==> config.mk <==
export PLATFORM = sky130hd
export DESIGN_NAME = fadd_issue
export DESIGN_NICKNAME = d
export VERILOG_FILES = /design/src/rtl/fpu_pkg.sv /design/src/rtl/fpu_rsp_fifo.sv /design/src/rtl/fadd_issue.sv
export SDC_FILE = /design/constraint.sdc
export NUM_CORES = 1
export LEC_CHECK = 0
export CORE_MARGIN = 4
export CORE_UTILIZATION = 48
export DETAILED_ROUTE_END_ITERATION = 16
export PLACE_DENSITY_LB_ADDON = 0.12
export SYNTH_ARGS = -nofsm -noshare
export SYNTH_HDL_FRONTEND = slang
export SYNTH_SLANG_ARGS = --single-unit
==> constraint.sdc <==
create_clock -name clk -period 2.91 [get_ports clk]
set_input_delay 0.582 -clock clk [delete_from_list [all_inputs] [get_ports clk]]
set_output_delay 0.582 -clock clk [all_outputs]
set_load 0.02 [all_outputs]
==> src/rtl/fpu_pkg.sv <==
// Shared FPU definitions: op encoding, adder latency and the response record.
package fpu_pkg;
  localparam logic OP_ADD    = 1'b0;
  localparam logic OP_SUB    = 1'b1;
  localparam int   FADD_LAT  = 2;
  localparam int   SIGN_BIT  = 31;
  localparam int   FPU_TAG_W = 5;

  typedef struct packed {
    logic [31:0]          y;
    logic [FPU_TAG_W-1:0] tag;
  } fadd_rsp_t;
endpackage

==> src/rtl/fpu_rsp_fifo.sv <==
// Synchronous response FIFO; pointers wrap modulo DEPTH, head reads 0 when empty.
module fpu_rsp_fifo #(
  parameter int DEPTH = 4,
  parameter int W     = 37
) (
  input  logic                     clk,
  input  logic                     rstn,
  input  logic                     push,
  input  logic [W-1:0]             din,
  input  logic                     pop,
  output logic [W-1:0]             head,
  output logic [$clog2(DEPTH):0]   count
);
  localparam int AW = $clog2(DEPTH);
  localparam int CW = AW + 1;

  logic [W-1:0]  mem [DEPTH];
  logic [AW-1:0] wr_ptr, rd_ptr;
  logic          pop_ok;

  function automatic logic [AW-1:0] nxt(input logic [AW-1:0] p);
    return (p == AW'(DEPTH - 1)) ? '0 : p + 1'b1;
  endfunction

  assign pop_ok = pop & (count != '0);

  always_ff @(posedge clk or negedge rstn) begin
    if (!rstn) begin
      wr_ptr <= '0;
      rd_ptr <= '0;
      count  <= '0;
    end else begin
      if (push)   wr_ptr <= nxt(wr_ptr);
      if (pop_ok) rd_ptr <= nxt(rd_ptr);
      count <= count + CW'(push) - CW'(pop_ok);
    end
  end

  always_ff @(posedge clk) begin
    if (push) mem[wr_ptr] <= din;
  end

  assign head = (count != '0) ? mem[rd_ptr] : '0;
endmodule

==> src/rtl/fadd_issue.sv <==
// Issues tagged add/sub ops to an external fixed-latency fadd and collects
// results in order; credits cover in-flight plus buffered so push never stalls.
module fadd_issue
  import fpu_pkg::*;
#(
  parameter int LAT   = FADD_LAT,
  parameter int DEPTH = 4,
  parameter int TAG_W = FPU_TAG_W
) (
  input  logic             clk,
  input  logic             rstn,
  input  logic             req_valid,
  output logic             req_ready,
  input  logic             req_op,
  input  logic [31:0]      req_x1,
  input  logic [31:0]      req_x2,
  input  logic [TAG_W-1:0] req_tag,
  output logic [31:0]      fa_x1,
  output logic [31:0]      fa_x2,
  input  logic [31:0]      fa_y,
  output logic             rsp_valid,
  input  logic             rsp_ready,
  output logic [31:0]      rsp_y,
  output logic [TAG_W-1:0] rsp_tag,
  output logic             busy
);
  localparam int CW = $clog2(DEPTH) + 1;

  logic [LAT-1:0]            vpipe;
  logic [LAT-1:0][TAG_W-1:0] tpipe;
  logic [CW-1:0]             fifo_count;
  logic [31+TAG_W:0]         head;
  logic                      fire;
  int                        inflight;

  always_comb begin
    inflight = 0;
    for (int i = 0; i < LAT; i++) if (vpipe[i]) inflight++;
  end

  // Ready uses the pre-pop count, so there is no ready-to-ready path.
  assign req_ready = rstn & ((inflight + int'(fifo_count)) < DEPTH);
  assign fire      = req_valid & req_ready;
  assign fa_x1     = fire ? req_x1 : '0;
  assign fa_x2     = fire ? {req_x2[SIGN_BIT] ^ (req_op == OP_SUB), req_x2[SIGN_BIT-1:0]} : '0;

  always_ff @(posedge clk or negedge rstn) begin
    if (!rstn) begin
      vpipe <= '0;
      tpipe <= '0;
    end else begin
      vpipe[0] <= fire;
      tpipe[0] <= req_tag;
      for (int i = 1; i < LAT; i++) begin
        vpipe[i] <= vpipe[i-1];
        tpipe[i] <= tpipe[i-1];
      end
    end
  end

  fpu_rsp_fifo #(.DEPTH(DEPTH), .W(32 + TAG_W)) u_fifo (
    .clk   (clk),
    .rstn  (rstn),
    .push  (vpipe[LAT-1]),
    .din   ({fa_y, tpipe[LAT-1]}),
    .pop   (rsp_valid & rsp_ready),
    .head  (head),
    .count (fifo_count)
  );

  assign rsp_valid        = fifo_count != '0;
  assign {rsp_y, rsp_tag} = head;
  assign busy             = (inflight != 0) | rsp_valid;
endmodule

# Word-level counts from Yosys, hierarchy flattened
# Memory sizes are Yosys's and may differ from the RTL's.
# Index checks and enable logic that the tools add are counted.
# totals
input_bits	106
latchBits	0
rom_bits	0
out_inout_bits	104
regBits	19
n_memories	1
ram_bits	148
elab_cells	33
# mem_list
name	depth	width	read_ports	rd_ports_with_merged_regs	wr	line	text
u_fifo.mem	4	37	1	0	1	fpu_rsp_fifo.sv:17	logic [W-1:0] mem [DEPTH];
# op_classes
n_eq_ne	2
n_addsub	6
bitwise_logic	6
n_reduce_logical	2
magnitude_cmp	1
div_mod_pow	0
n_shift	0
n_mul	0
mux	9
# op_table
cell	count
32-bit 2-to-1 mux	3
37-bit 2-to-1 mux	1
32-bit by 2-bit adder with 32-bit output (second input constant)	1
32-bit by 4-bit adder with 32-bit output	1
32-bit by 4-bit less-than comparator with 1-bit output (second input constant)	1
32-bit nonzero test	1
2-bit by 1-bit adder with 2-bit output (second input constant)	2
1-bit bitwise AND	4
2-bit == test (second input constant)	2
2-bit 2-to-1 mux	2
3-bit by 1-bit adder with 3-bit output	1
1-bit 2-to-1 mux	3
3-bit nonzero test	1
3-bit by 1-bit subtractor with 3-bit output	1
1-bit bitwise OR	1
1-bit XOR	1

# Longest topological paths before layout
# logic_depth
depth_word	8
mapped_depth	8
ltp_nobuf	8

# Cells and area by module
# A second synthesis with hierarchy kept.
# hier_totals
hier_cells	375
area_unflattened_um2	7239.4
# by_module_without_submodules
mod	seq_area_each_um2	cells_each	area_each_um2	instances
fpu_rsp_fifo	4619.4	271	5994.5	1
fadd_issue	300.3	104	1244.9	1

# Least setup slack after synthesis
# No wires, ideal clock.
# synth_timing
path_type	register to output
startpoint	reg vpipe[1]
endpoint	out fa_x1[15]
stages_incl_launch_ff	7
path_slack_ns	0.170
n_path_buf	2
required_ns	2.328
arrival_ns	2.158
cell_sequence	dfrtp_1 > ha_1 > ha_1 > or3b_4 > buf_6 > buf_6 > nor4bb_1
# synth_via
elab_chain_cells	6
# synth_rtl
element	line	text
from (decl)	fadd_issue.sv:29	logic [LAT-1:0] vpipe;
from (signal, indexed assignment)	fadd_issue.sv:55	vpipe[i] <= vpipe[i-1];
32-bit 2-to-1 mux	fadd_issue.sv:38	for (int i = 0; i < LAT; i++) if (vpipe[i]) inflight++;
32-bit by 4-bit adder with 32-bit output	fadd_issue.sv:42	assign req_ready = rstn & ((inflight + int'(fifo_count)) < DEPTH);
32-bit by 4-bit less-than comparator with 1-bit output	fadd_issue.sv:42	
1-bit bitwise AND	fadd_issue.sv:42	
1-bit bitwise AND	fadd_issue.sv:43	assign fire = req_valid & req_ready;
32-bit 2-to-1 mux	fadd_issue.sv:44	assign fa_x1 = fire ? req_x1 : '0;
to (decl)	fadd_issue.sv:18	output logic [31:0] fa_x1,
# No other way between the ends.

# Final worst setup path
# layout_timing
startpoint	reg vpipe[0]
endpoint	out fa_x1[11]
# layout_via
elab_chain_cells	8
# layout_rtl
element	line	text
from (signal assigned)	fadd_issue.sv:52	vpipe[0] <= fire;
from (signal, indexed assignment)	fadd_issue.sv:55	
1-bit 2-to-1 mux (*)	fadd_issue.sv:38	
32-bit by 2-bit adder with 32-bit output	fadd_issue.sv:38	
32-bit 2-to-1 mux (*)	fadd_issue.sv:38	
32-bit by 4-bit adder with 32-bit output (*)	fadd_issue.sv:42	
32-bit by 4-bit less-than comparator with 1-bit output (*)	fadd_issue.sv:42	
1-bit bitwise AND (*)	fadd_issue.sv:42	
1-bit bitwise AND (*)	fadd_issue.sv:43	
32-bit 2-to-1 mux (*)	fadd_issue.sv:44	
# Mark *: on every way between the ends. The rest lies on a longest branch, timed or not.

==> flow_summary.json <==
{
  "synth-simple-area-share_pct": 14.2,
  "max_freq_mhz": 344,
  "drcViolationCount": 0,
  "vdd_drop_max_v": 0.000439,
  "rsz0062_at_grt": "true",
  "clk_path_buf_depth": 2,
  "die_h_um": 131,
  "synth-edff-count": 148,
  "wl_met1_um": 6680,
  "min_path_type": "flop to flop",
  "std_cell_rows": 44,
  "synth_top_area_share_pct": 61.6,
  "grt_usage_pct": 19.7,
  "cp-end-kind": "primary output",
  "firstDrtPassIters": 4,
  "start_util_pct": 49.3,
  "drive_gt1_share_pct": 34.7,
  "synth_seq_cells": 167,
  "fin_hold_ws_ns": 0.346,
  "antenna_found_initial": 0,
  "gp_congestion": 0.788,
  "power.switching_fraction_pct": 31.1,
  "finalSetupViolCount": 0,
  "clock-sinks": 167,
  "min_period_ns": 2.91,
  "cts_tree": "done",
  "wl_met3_um": 1130,
  "max_slew_margin_pct": 61.5,
  "ys_warn_count": 0,
  "critPathLaunchType": "flop",
  "worstMarginPinSlew_ns": 0.578,
  "nets": 718,
  "seq_power_share_pct": 34.3,
  "wl_um": 17000,
  "die_x_um": 131,
  "synth_cell_types": 27,
  "crit_arrival_ns": 2.33,
  "detail-route-antenna-nets": 0,
  "n_antenna_cell": 0,
  "gr-total-overflow": 0,
  "synth_top_family_by_area": "simple AND/OR/NAND/NOR gates",
  "post-place-ws_ns": -0.485,
  "post_cts_buffers": 0,
  "netlist_area_um2": 7210,
  "fillers": 1010,
  "io_pins": 210,
  "insertion_delay_ns": 0.42,
  "finalWorstSetupSlack_ns": 0.00111,
  "synth_area_leaders": "edfxtp_1 62%, mux4_2 12%, dfrtp_1 6.6%",
  "synthFlopType": "edfxtp_1",
  "grt_max_degree": 57,
  "yosys.cell_count.top_type": "edfxtp_1",
  "wire_per_inst_um": 21.4,
  "placed_cell_area_um2": 9610,
  "post-route-cell-area_um2": 10300,
  "port_buffers": 209,
  "synthAdderAreaFrac_pct": 2.01,
  "p_per_area_nw_per_um2": 839,
  "yosysSeqAreaShare_pct": 68.2,
  "clkPwrFrac_pct": 25.6,
  "clk_pin_slew_ns": 0.06,
  "grt_pass1_vias": 4574,
  "dpl.hpwl_um": 10800,
  "synthMuxAreaShare_pct": 11.9,
  "syn_inst": 380,
  "syn-num-nets": 497,
  "root_buffer": "clkbuf_16",
  "postCtsHoldBufs": 0,
  "core-area_um2": 14600,
  "area_growth_pct": 42.7,
  "p_leak_nw": 3.86,
  "fin_crit_sh_pct": 100,
  "comb_power_share_pct": 40.1,
  "hold_viol_final": 0,
  "avgSynthCellArea_um2": 19.0,
  "synth_xor_area_share_pct": 0.364,
  "numCtsBuffers": 17,
  "worstPathRequired_ns": 2.33,
  "async_flop_share_pct": 11.4,
  "netSwitchingPower_w": 0.00268,
  "top_layer": "met4",
  "synth_common_cells": "148 x edfxtp_1, 41 x and2_1, 37 x mux4_2",
  "synth_top_cell_by_area": "edfxtp_1",
  "crit_type": "flop to primary output",
  "status": "finished, final reports clean",
  "wl_met2_um": 8950,
  "grt_pass1_wl_um": 24900,
  "die-area_um2": 17100,
  "synth_compound_area_share_pct": 0.243,
  "cp_max_fo": 6,
  "htree_levels": 4,
  "viasPerCell": 5.54,
  "drv_slew": 0,
  "dr_total_vias": 4416,
  "drt-initial-drc-count": 267,
  "maxCapViolCount": 0,
  "fin_skew_ns": 0.00996,
  "p_int_w": 0.00595
}
flip-flops by register name (all words and copies together) (netlist names):
name and flops:
u_fifo.count 3, tpipe 10, u_fifo.wr_ptr 2, u_fifo.mem 148, u_fifo.rd_ptr 2, vpipe 2
final cells by class:
type	instances	area, µm²	share of cell area (%)
Sequential cell	167	4920	47.8
Clock buffer	18	429	4.17
Clock inverter	13	154	1.49
Timing Repair Buffer	234	2300	22.4
Inverter	10	37.5	0.365
Multi-Input combinational cell	171	2220	21.6
Tap cell	184	230	2.24
cells in the final DEF, fill, tap and decap left out, types with 3 or more instances in the layout:
cell / netlist / layout
bufinv_16: 0 / 3
buf_6: 7 / 24
clkbuf_16: 0 / 18
clkdlybuf4s50_1: 0 / 112
dfrtp_1: 19 / 17
and2_1: 41 / 37
and2_2: 0 / 4
buf_2: 5 / 17
nor4bb_2: 0 / 13
nor4bb_1: 32 / 17
ha_1: 10 / 8
buf_4: 0 / 36
clkinv_1: 0 / 3
mux4_2: 37 / 37
clkinvlp_4: 0 / 4
buf_12: 0 / 6
and4bb_2: 30 / 30
dlymetal6s2s_1: 0 / 15
edfxtp_1: 148 / 148
inv_1: 10 / 10
dlygate4sd2_1: 0 / 18
layer usage:
metal	GRT usage (%)	vias to the layer above
met2	33.3	147
met3	6.38	23
met1	24.4	2273
li1	-	1973
met4	5.75	0
met5	0	-
worst paths after layout:
kind | startpoint | endpoint | slack (ns) | cells after the start
setup / recovery | vpipe[0] | fa_x1[11] | 0.001 | 5
min in group asynchronous | rstn | vpipe[0] | 0.58 | 2
setup reg to reg | u_fifo.count[1] | u_fifo.count[2] | 0.50 | 9
max in group asynchronous | rstn | u_fifo.rd_ptr[0] | 2.12 | 2
hold reg to reg | tpipe[4] | tpipe[9] | 0.35 | 0
hold / removal | tpipe[4] | tpipe[9] | 0.35 | 0
power groups by stage:
| stage | clock network [W] | registers, W | logic [W] |
|---|---|---|---|
| final | 0.00221 | 0.00296 | 0.00346 |
| after CTS | 0.00225 | 0.00296 | 0.00347 |
| after global placement | 0 | 0.00298 | 0.00348 |
| after global routing | 0.00236 | 0.00298 | 0.00371 |
| after detailed placement | 0 | 0.00300 | 0.00353 |
| after floorplan | 0 | 0.00295 | 0.00210 |
logic make-up after synthesis:
logic type / count (synthesis)
DFF: 167
and+or+nand+nor: 114
buffers and inverters: 43
muxes: 39
adders and majority gates: 11
AOI/OAI and AO/OA: 3
xor gates and xnor gates: 3
worst max-delay path, stage by stage (launching register included):
cell	delay (ns)
dfrtp_1	0.39
ha_2	0.20
ha_4	0.16
or3b_4	0.45
nor4bb_1	0.40
clkdlybuf4s15_2	0.33
repair_timing:
item,4_1_cts,5_1_grt
gates cloned,1,2
gates resized for setup,353,58
hold endpoints to repair,0,0
pin swaps,8,5
setup endpoints to repair,78,70
through the flow:
| stage | utilization, % | std cells | power (W) | setup TNS (ns) |
|---|---|---|---|---|
| after CTS | 68.9 | 795 | 0.00868 | -0.194 |
| final | 70.3 | 797 | 0.00864 | 0 |
| after floorplan | - | 380 | 0.00504 | 0 |
| after global routing | 70.3 | 797 | 0.00905 | -1.30 |
| after global placement | 65.6 | 763 | 0.00647 | -19.08 |
| after detailed placement | 65.6 | 763 | 0.00652 | -22.96 |
Power figures use the tool's default switching activity.
